File: config.mk
export PLATFORM = sky130hd
export DESIGN_NAME = ibuffer_issue_sched_flat
export DESIGN_NICKNAME = d
export VERILOG_FILES = /design/src/rtl/ibuffer_issue_sched_if.sv /design/src/rtl/ibuffer_issue_sched.sv /design/src/flat_wrapper.sv
export SDC_FILE = /design/constraint.sdc
export NUM_CORES = 1
export LEC_CHECK = 0
export BUFFER_PORTS_ARGS = -buffer_cell sky130_fd_sc_hd__buf_4
export CAP_MARGIN = 25
export CORE_MARGIN = 4
export CORE_UTILIZATION = 45
export DETAILED_ROUTE_END_ITERATION = 8
export PLACE_DENSITY = 0.68
export RECOVER_POWER = 50
export SYNTH_ARGS = -nofsm -noshare
export SYNTH_HDL_FRONTEND = slang
export SYNTH_SLANG_ARGS = --single-unit
File: constraint.sdc
create_clock -name clk -period 5.82 [get_ports clk]
set_input_delay 0.873 -clock clk [delete_from_list [all_inputs] [get_ports clk]]
set_output_delay 0.873 -clock clk [all_outputs]
set_load 0.01 [all_outputs]
File: src/rtl/ibuffer_issue_sched_if.sv
// Decode/issue side bundle of the instruction-buffer issue scheduler.
// slave is the scheduler; master is whoever drives decode and issue.
interface ibuffer_issue_sched_if #(
    parameter int NUM_WARPS = 4
);
    localparam int NW_BITS = $clog2(NUM_WARPS);

    logic                 enq_valid;
    logic [NW_BITS-1:0]   enq_wid;
    logic                 enq_ready;
    logic [NUM_WARPS-1:0] full_mask;
    logic [NUM_WARPS-1:0] stall_mask;
    logic                 issue_valid;
    logic [NW_BITS-1:0]   issue_wid;
    logic [NW_BITS-1:0]   issue_wid_n;
    logic                 issue_ready;
    logic                 empty;

    modport slave (
        input  enq_valid, enq_wid, stall_mask, issue_ready,
        output enq_ready, full_mask, issue_valid, issue_wid, issue_wid_n, empty
    );

    modport master (
        output enq_valid, enq_wid, stall_mask, issue_ready,
        input  enq_ready, full_mask, issue_valid, issue_wid, issue_wid_n, empty
    );
endinterface

File: src/rtl/ibuffer_issue_sched.sv
// Per-warp instruction-buffer occupancy tracking plus round-robin issue selection.
// Handshakes (enq and issue) are valid/ready: a transfer happens on a clock edge where both are high.
module ibuffer_issue_sched #(
    parameter int NUM_WARPS = 4,
    parameter int DEPTH     = 2
) (
    input  logic                  clk,
    input  logic                  reset,
    ibuffer_issue_sched_if.slave  sif
);
    localparam int NW_BITS = $clog2(NUM_WARPS);
    localparam int CNT_W   = $clog2(DEPTH + 1);
    localparam logic [CNT_W-1:0] FULL_CNT = CNT_W'(DEPTH);

    logic [CNT_W-1:0]     r_cnt [NUM_WARPS];
    logic                 r_issue_valid;
    logic [NW_BITS-1:0]   r_issue_wid;
    logic [NW_BITS-1:0]   r_rr_ptr;

    logic [NUM_WARPS-1:0] w_full_mask;
    logic [NUM_WARPS-1:0] w_elig;
    logic                 w_enq_ready;
    logic                 w_enq_fire;
    logic                 w_fire;
    logic                 w_load;
    logic                 w_any;
    logic [NW_BITS-1:0]   w_sel;
    logic                 w_empty;

    assign w_fire      = r_issue_valid & sif.issue_ready;
    assign w_load      = ~r_issue_valid | sif.issue_ready;
    assign w_enq_ready = ~w_full_mask[sif.enq_wid];
    assign w_enq_fire  = sif.enq_valid & w_enq_ready;

    // The entry leaving this cycle is removed before judging eligibility; no enq bypass.
    always_comb begin
        w_full_mask = '0;
        w_elig      = '0;
        w_empty     = 1'b1;
        for (int w = 0; w < NUM_WARPS; w++) begin
            w_full_mask[w] = (r_cnt[w] == FULL_CNT);
            w_elig[w]      = ((r_cnt[w] - CNT_W'(w_fire && (r_issue_wid == NW_BITS'(w)))) != '0)
                             && !sif.stall_mask[w];
            if (r_cnt[w] != '0) w_empty = 1'b0;
        end
    end

    // Search starts one past the last pick; the NUM_WARPS step wraps back to r_rr_ptr itself.
    always_comb begin
        w_any = 1'b0;
        w_sel = r_rr_ptr;
        for (int i = 1; i <= NUM_WARPS; i++) begin
            if (!w_any && w_elig[r_rr_ptr + NW_BITS'(i)]) begin
                w_any = 1'b1;
                w_sel = r_rr_ptr + NW_BITS'(i);
            end
        end
    end

    always_ff @(posedge clk) begin
        if (reset) begin
            for (int w = 0; w < NUM_WARPS; w++) r_cnt[w] <= '0;
            r_issue_valid <= 1'b0;
            r_issue_wid   <= '0;
            r_rr_ptr      <= NW_BITS'(NUM_WARPS - 1);
        end else begin
            for (int w = 0; w < NUM_WARPS; w++) begin
                case ({w_enq_fire && (sif.enq_wid == NW_BITS'(w)),
                       w_fire && (r_issue_wid == NW_BITS'(w))})
                    2'b10:   r_cnt[w] <= r_cnt[w] + CNT_W'(1);
                    2'b01:   r_cnt[w] <= r_cnt[w] - CNT_W'(1);
                    default: r_cnt[w] <= r_cnt[w];
                endcase
            end
            if (w_load) begin
                if (w_any) begin
                    r_issue_valid <= 1'b1;
                    r_issue_wid   <= w_sel;
                    r_rr_ptr      <= w_sel;
                end else begin
                    r_issue_valid <= 1'b0;
                end
            end
        end
    end

    assign sif.enq_ready   = w_enq_ready;
    assign sif.full_mask   = w_full_mask;
    assign sif.issue_valid = r_issue_valid;
    assign sif.issue_wid   = r_issue_wid;
    assign sif.issue_wid_n = (w_load && w_any) ? w_sel : r_issue_wid;
    assign sif.empty       = w_empty;

    a_no_underflow: assert property (@(posedge clk) disable iff (reset)
        !(w_fire && (r_cnt[r_issue_wid] == '0)));
    a_no_overflow: assert property (@(posedge clk) disable iff (reset)
        !(w_enq_fire && (r_cnt[sif.enq_wid] == FULL_CNT)));
    a_issue_stable: assert property (@(posedge clk) disable iff (reset)
        (r_issue_valid && !sif.issue_ready) |=> (r_issue_valid && $stable(r_issue_wid)));
endmodule

File: src/flat_wrapper.sv
// flat-port wrapper written by rule: the top's interface ports become plain ports
module ibuffer_issue_sched_flat 
#(
    parameter int NUM_WARPS = 4,
    parameter int DEPTH     = 2
)
  (clk, reset, sif_enq_valid, sif_enq_wid, sif_stall_mask, sif_issue_ready, sif_enq_ready, sif_full_mask, sif_issue_valid, sif_issue_wid, sif_issue_wid_n, sif_empty);
  ibuffer_issue_sched_if #(.NUM_WARPS(NUM_WARPS)) sif_i ();
  input  logic clk;
  input  logic reset;
  input wire logic [$bits(sif_i.enq_valid)-1:0] sif_enq_valid;
  input wire logic [$bits(sif_i.enq_wid)-1:0] sif_enq_wid;
  input wire logic [$bits(sif_i.stall_mask)-1:0] sif_stall_mask;
  input wire logic [$bits(sif_i.issue_ready)-1:0] sif_issue_ready;
  output wire logic [$bits(sif_i.enq_ready)-1:0] sif_enq_ready;
  output wire logic [$bits(sif_i.full_mask)-1:0] sif_full_mask;
  output wire logic [$bits(sif_i.issue_valid)-1:0] sif_issue_valid;
  output wire logic [$bits(sif_i.issue_wid)-1:0] sif_issue_wid;
  output wire logic [$bits(sif_i.issue_wid_n)-1:0] sif_issue_wid_n;
  output wire logic [$bits(sif_i.empty)-1:0] sif_empty;
  assign sif_i.enq_valid = sif_enq_valid;
  assign sif_i.enq_wid = sif_enq_wid;
  assign sif_i.stall_mask = sif_stall_mask;
  assign sif_i.issue_ready = sif_issue_ready;
  assign sif_enq_ready = sif_i.enq_ready;
  assign sif_full_mask = sif_i.full_mask;
  assign sif_issue_valid = sif_i.issue_valid;
  assign sif_issue_wid = sif_i.issue_wid;
  assign sif_issue_wid_n = sif_i.issue_wid_n;
  assign sif_empty = sif_i.empty;
  ibuffer_issue_sched #(.NUM_WARPS(NUM_WARPS), .DEPTH(DEPTH)) u_core (.clk(clk), .reset(reset), .sif(sif_i));
endmodule
Word-level counts from Yosys, hierarchy flattened
Memory sizes are Yosys's and may differ from the RTL's.
Cells that the tools add are included.
W data, S select, Z words.
{"block": "word_totals", "in_bits": 10, "wordCells": 171, "register_bits": 5, "memories": 1, "output_inout_bits": 11, "ramBits": 8}
{"block": "op_classes", "n_eq_ne": 18, "n_addsub": 15, "mux": 74, "n_bitwise": 17, "magnitude_cmp": 5, "n_reduce_logical": 38}
{"name": "u_core.r_cnt", "depth": 4, "word_bits": 2, "read_ports": 4, "rd_clocked_by_memory_dff": 0, "wr": 4, "line_no": "ibuffer_issue_sched.sv:15", "rtl": "logic [CNT_W-1:0] r_cnt [NUM_WARPS];"}
{"operator": "$mux W1", "count": 52}
{"operator": "$mux W2", "count": 17}
{"operator": "$eq A2 B2 Y1 const B", "count": 12}
{"operator": "$logic_and A1 B1 Y1", "count": 16}
{"operator": "$reduce_bool A2 Y1", "count": 8}
{"operator": "$lt A2 B3 Y1 const B", "count": 5}
{"operator": "$or A1 B1 Y1", "count": 13}
{"operator": "$eq A2 B1 Y1 const B", "count": 6}
{"operator": "$add A2 B1 Y2 const B", "count": 5}
{"operator": "$bmux W1 S2", "count": 5}
{"operator": "$reduce_or A2 Y1", "count": 4}
{"operator": "$sub A2 B1 Y2", "count": 4}
{"operator": "$sub A2 B1 Y2 const B", "count": 4}
{"operator": "$logic_not A1 Y1", "count": 7}
{"operator": "$add A2 B2 Y2 const B", "count": 2}
{"operator": "$logic_not A2 Y1", "count": 2}
{"operator": "$and A1 B1 Y1", "count": 2}
{"operator": "$not A1 Y1", "count": 2}
{"operator": "$reduce_and A2 Y1", "count": 1}

Logic depth before layout (Yosys ltp)
{"block": "logic_depth", "ltp_word": 19, "mapped_depth": 8, "ltp_nobuf": 8}

Least setup slack after synthesis
Ideal clock, no wire load.
{"block": "synth_path", "path_kind": "input port to output port", "start": "input sif_issue_ready", "end": "output sif_issue_wid_n[0]", "arrival_ns": 2.101, "n_path_buf": 0, "path_slack_ns": 2.846, "stages": 6, "cell_sequence": "and4b_2 mux2i_4 o22ai_4 o21ai_4 nor4_4 a21oi_1"}
{"block": "synth_via", "elab_chain_cells": 19, "elab_cells_between_ends": 42, "cone_classes": "add/sub: 4; mux: 17; bitwise: 2; reduce/logical: 19"}
{"element": "from (decl)", "line_no": "flat_wrapper.sv:14", "rtl": "input wire logic [$bits(sif_i.issue_ready)-1:0] sif_issue_ready;"}
{"element": "$and A1 B1 Y1", "line_no": "ibuffer_issue_sched.sv:30", "rtl": "assign w_fire = r_issue_valid & sif.issue_ready;"}
{"element": "$logic_and A1 B1 Y1", "line_no": "ibuffer_issue_sched.sv:42", "rtl": "w_elig[w] = ((r_cnt[w] - CNT_W'(w_fire && (r_issue_wid == NW_BITS'(w)))) != '0)"}
{"element": "$sub A2 B1 Y2", "line_no": "ibuffer_issue_sched.sv:42"}
{"element": "$reduce_bool A2 Y1", "line_no": "ibuffer_issue_sched.sv:42"}
{"element": "$logic_and A1 B1 Y1", "line_no": "ibuffer_issue_sched.sv:43", "rtl": "&& !sif.stall_mask[w];"}
{"element": "$bmux W1 S2", "line_no": "ibuffer_issue_sched.sv:53", "rtl": "if (!w_any && w_elig[r_rr_ptr + NW_BITS'(i)]) begin"}
{"element": "$mux W1 (implied by the code)", "line_no": "ibuffer_issue_sched.sv:53"}
{"element": "$mux W1", "line_no": "ibuffer_issue_sched.sv:53"}
{"element": "[... 3 more ...]"}
{"element": "$logic_not A1 Y1", "line_no": "ibuffer_issue_sched.sv:53"}
{"element": "$logic_and A1 B1 Y1", "line_no": "ibuffer_issue_sched.sv:53"}
{"element": "$mux W1", "line_no": "ibuffer_issue_sched.sv:53"}
{"element": "$logic_not A1 Y1", "line_no": "ibuffer_issue_sched.sv:53"}
{"element": "$logic_and A1 B1 Y1", "line_no": "ibuffer_issue_sched.sv:53"}
{"element": "$mux W1", "line_no": "ibuffer_issue_sched.sv:53"}
{"element": "$logic_and A1 B1 Y1", "line_no": "ibuffer_issue_sched.sv:91", "rtl": "assign sif.issue_wid_n = (w_load && w_any) ? w_sel : r_issue_wid;"}
{"element": "$mux W2 (*)", "line_no": "ibuffer_issue_sched.sv:91"}
{"element": "to (decl)", "line_no": "flat_wrapper.sv:19", "rtl": "output wire logic [$bits(sif_i.issue_wid_n)-1:0] sif_issue_wid_n;"}
Every way passes the cells marked *; elsewhere a longest branch is shown, timed or not. The select of a mux whose other input is x is not followed.

Worst setup path in the final report
Same ends and word-level chain as after synthesis.

==> Implementation_results.wiki <==
{| class="wikitable"
! Metric !! Value
|-
| Top routing layer in use || met4
|-
| Fraction of power spent switching nets || 0.354
|-
| Highest achievable clock rate || between 0.2 and 0.3 GHz
|-
| DRC violations left || 0
|-
| Total Routing Usage GR || 0.161
|-
| Yosys warning total || 0
|-
| Critical Path Start Type || input port
|-
| Top-area cell type share of the netlist area || 0.205
|-
| Initial cell density of the core || 0.474
|-
| Syn nets || around 150
|-
| Wire length of the first global-routing pass || 4.28 mm
|-
| Highest fanout seen on the critical path || 6
|-
| HPWL after DPL || 2.08 mm
|-
| Tightest Pin Transition || 0.357 ns
|-
| Weighted congestion at the end of routability-driven global placement || roughly 0.77
|-
| Count of antenna-violating nets left after detailed routing || 0
|-
| Setup_tns || 0 ns
|-
| Netlist Area Pre-Place || roughly 1200 um2
|-
| Most instantiated library cell after synthesis || nor2_1
|-
| Post-synthesis area per instance || about 8.8 um2
|-
| Flop pwr share || 0.421
|-
| Final hold viol count || 0
|-
| Worst-case vdd ir drop || 0.178 mV
|-
| Die outline height || around 59 um
|-
| Die Wd || 59.1 um
|-
| Wire length on met2 || about 1.2 mm
|-
| Post-synth EDFFs || 8
|-
| Period utilization || 0.582
|-
| CTS Hold Buffers Added || 0
|-
| CTS Buffer Depth || 2
|-
| Total setup buffers inserted after CTS || 0
|-
| Flip-flop and latch count after synthesis || 13
|-
| Number of cells upsized or downsized after cts || 0
|-
| Share of total power in the clock network || 0.194
|-
| Most area-consuming cells after synthesis || edfxtp_1 20%, ha_1 11%, dfxtp_1 8.5%
|-
| Drt first-iter violations || 20
|-
| Net count reported at finish || between 150 and 200
|-
| Int Power || 0.187 mW
|-
| I/O pin count || 21
|-
| CTS H-tree depth || 1
|-
| Sum of routed wire segments on met1 || between 1 and 1.5 mm
|-
| DRT Pass-1 Iters || 4
|-
| Setup-violating endpoint count in the final report || 0
|-
| Vias in the first global route || approximately 970
|-
| Fraction of synthesis flops using an asynchronous set or reset pin || 0
|-
| Leakage power total || 0.562 nW
|-
| Data arrival, critical path || between 2 and 3 ns
|-
| Critical path buffers and inverters || 2
|-
| Run status || completed
|-
| Share of the yosys chip area belonging to registers || 0.290
|-
| Kind of critical path || in -> out
|-
| Max_cap viols || 0
|-
| Most used flip-flop cell after synthesis || edfxtp_1
|-
| Switch Pwr || 0.103 mW
|-
| Minimum period implied by the final worst setup slack || between 3 and 4 ns
|-
| Layout Skew || approximately 0.005 ns
|-
| Cells after Synth || between 100 and 150
|-
| Overall routed net length || ~2.5 mm
|-
| Power Dens Cells || 215 nW/um2
|-
| Number of vias in the routed layout || 989
|-
| Total inserted antenna cells || 0
|-
| Clock network latency to the later pin of the worst-skew pair || 0.28 ns
|-
| Routed length per instance || about 14 um
|-
| Synth area leader || edfxtp_1
|-
| Logic pwr share || 0.384
|-
| Number of core rows || 18
|-
| Worst Setup Slack post-DPL || around 2.5 ns
|-
| Unrepaired setup endpoints after global routing || false
|-
| Root Buffer Master || clkbuf_4
|-
| Detailed route wirelength on metal3 || 115 um
|-
| Ordered cell list for the critical path || clkbuf_1 -> and4b_4 -> mux2i_1 -> a22o_4 -> o21ai_4 -> nor4_4 -> a21oi_1 -> buf_4
|-
| Overflow after GRT || 0
|-
| Number of CTS-inserted buffers || 3
|-
| Overall die area || 3490 um2
|-
| Number of vias per cell after detailed routing || 5.35
|-
| Pin count of the biggest net entering global routing || 18
|-
| Count of input and output buffers || 20
|-
| Tightest Hold Check Type || reg -> reg
|-
| Final slew viol count || 0
|-
| Most numerous cell types in the synthesized netlist || 18 x nor2_1, 13 x inv_1, 11 x nor3_1
|-
| Share of post-route cells with drive strength above 1 || 0.200
|-
| Kind of end point of the critical path || output port
|-
| Worst Path Required || between 4 and 5 ns
|-
| Cell family with the largest share of critical-path delay || simple AND/OR/NAND/NOR gates
|-
| Num Clock Sinks || 13
|-
| Worst rel slew slack || 0.755
|-
| Post-synth cell types || 39
|-
| Area Growth Syn to Fin || 15.2%
|-
| Core footprint || 2480 um2
|-
| Final WS setup || 2.43 ns
|-
| Initial antenna violation count || 0
|-
| Clock Pin Slew Worst Setup and Hold Paths || 0.08 ns
|-
| Cell type of the slowest stage on the worst timing path || nor4_4
|-
| Crit path largest cell delay || about 0.33 ns
|-
| CTS tree || yes
|}
[per-layer routing]
layer	vias to the layer above	global-route usage
met5	-	0
met4	0	0.0227
met3	4	0.0479
met2	21	0.285
met1	445	0.197
li1	519	-
[cell type report]
class | instances | area [um2]
multi-input combinational | 104 | 772
timing repair buffer | 20 | 124
tap | 30 | 37.5
inverter | 14 | 52.6
sequential | 13 | 340
fill | 236 | 1120
clock buffer | 4 | 26.3
[placed cells by master, fill, tap and decap left out, types with 4 or more instances in the layout]
master	synthesis	final
ha_1	10	10
a21oi_1	7	7
inv_1	13	13
nor2b_1	7	7
clkbuf_1	2	8
dfxtp_1	5	5
nand2b_1	4	4
o21bai_1	5	5
nor2_1	18	18
or3_1	4	4
nand2_1	9	9
nor3_1	11	11
buf_4	0	13
edfxtp_1	8	8
[metrics by stage]
stage / power [mW] / utilization / hold WS (ns) / cell area, um2 / cells
5_1_grt: 0.311 / 0.546 / 0.607 / 1350 / 185
2_1_floorplan: 0.201 / - / 0.541 / 1170 / 133
6_report: 0.290 / 0.546 / 0.567 / 1350 / 185
3_3_place_gp: 0.237 / 0.546 / 0.553 / 1350 / 181
3_5_place_dp: 0.240 / 0.546 / 0.564 / 1350 / 181
4_1_cts: 0.297 / 0.557 / 0.574 / 1380 / 185
[state kept, by name, indices dropped and copies added (netlist names)]
| register | cells |
|---|---|
| u_core.r_cnt | 8 |
| u_core.r_rr_ptr | 2 |
| u_core.sif.issue_wid | 2 |
| u_core.sif.issue_valid | 1 |
[power groups by stage]
stage,Clock (mW),Combinational (mW),Sequential [mW]
after floorplan,0,0.0788,0.122
after global placement,0,0.114,0.124
after detailed placement,0,0.115,0.125
after CTS,0.0583,0.116,0.122
after global routing,0.0628,0.124,0.124
final,0.0564,0.112,0.122
[cells by family (layout without fill, tap and decap cells)]
| family | count (synthesis) | count (layout) | synth area share |
|---|---|---|---|
| simple gates | 64 | 64 | 0.302 |
| fa+ha+maj | 10 | 10 | 0.107 |
| compound gates | 24 | 24 | 0.174 |
| mux | 6 | 6 | 0.0768 |
| buf+inv | 16 | 38 | 0.0512 |
| flops | 13 | 13 | 0.290 |
[final timing paths]
kind / startpoint / to / slack (ns) / depth (start not counted)
max: sif_issue_ready / sif_issue_wid_n[0] / 2.43 / 8
min: u_core.sif.issue_wid[0] / u_core.sif.issue_wid[0] / 0.57 / 2
max reg2reg: u_core.r_cnt[2][0] / u_core.r_cnt[2][1] / 3.88 / 7
min reg2reg: u_core.sif.issue_wid[0] / u_core.sif.issue_wid[0] / 0.57 / 2
[worst register-to-register path, cell delays in order, from the launching register on]
cell and delay, ns:
edfxtp_1 0.45, nor2b_1 0.32, or3_1 0.20, inv_1 0.05
ha_1 0.31, nor2_1 0.05, or3_1 0.30, a21oi_1 0.12
No activity file was read; power rests on OpenSTA's default activity.
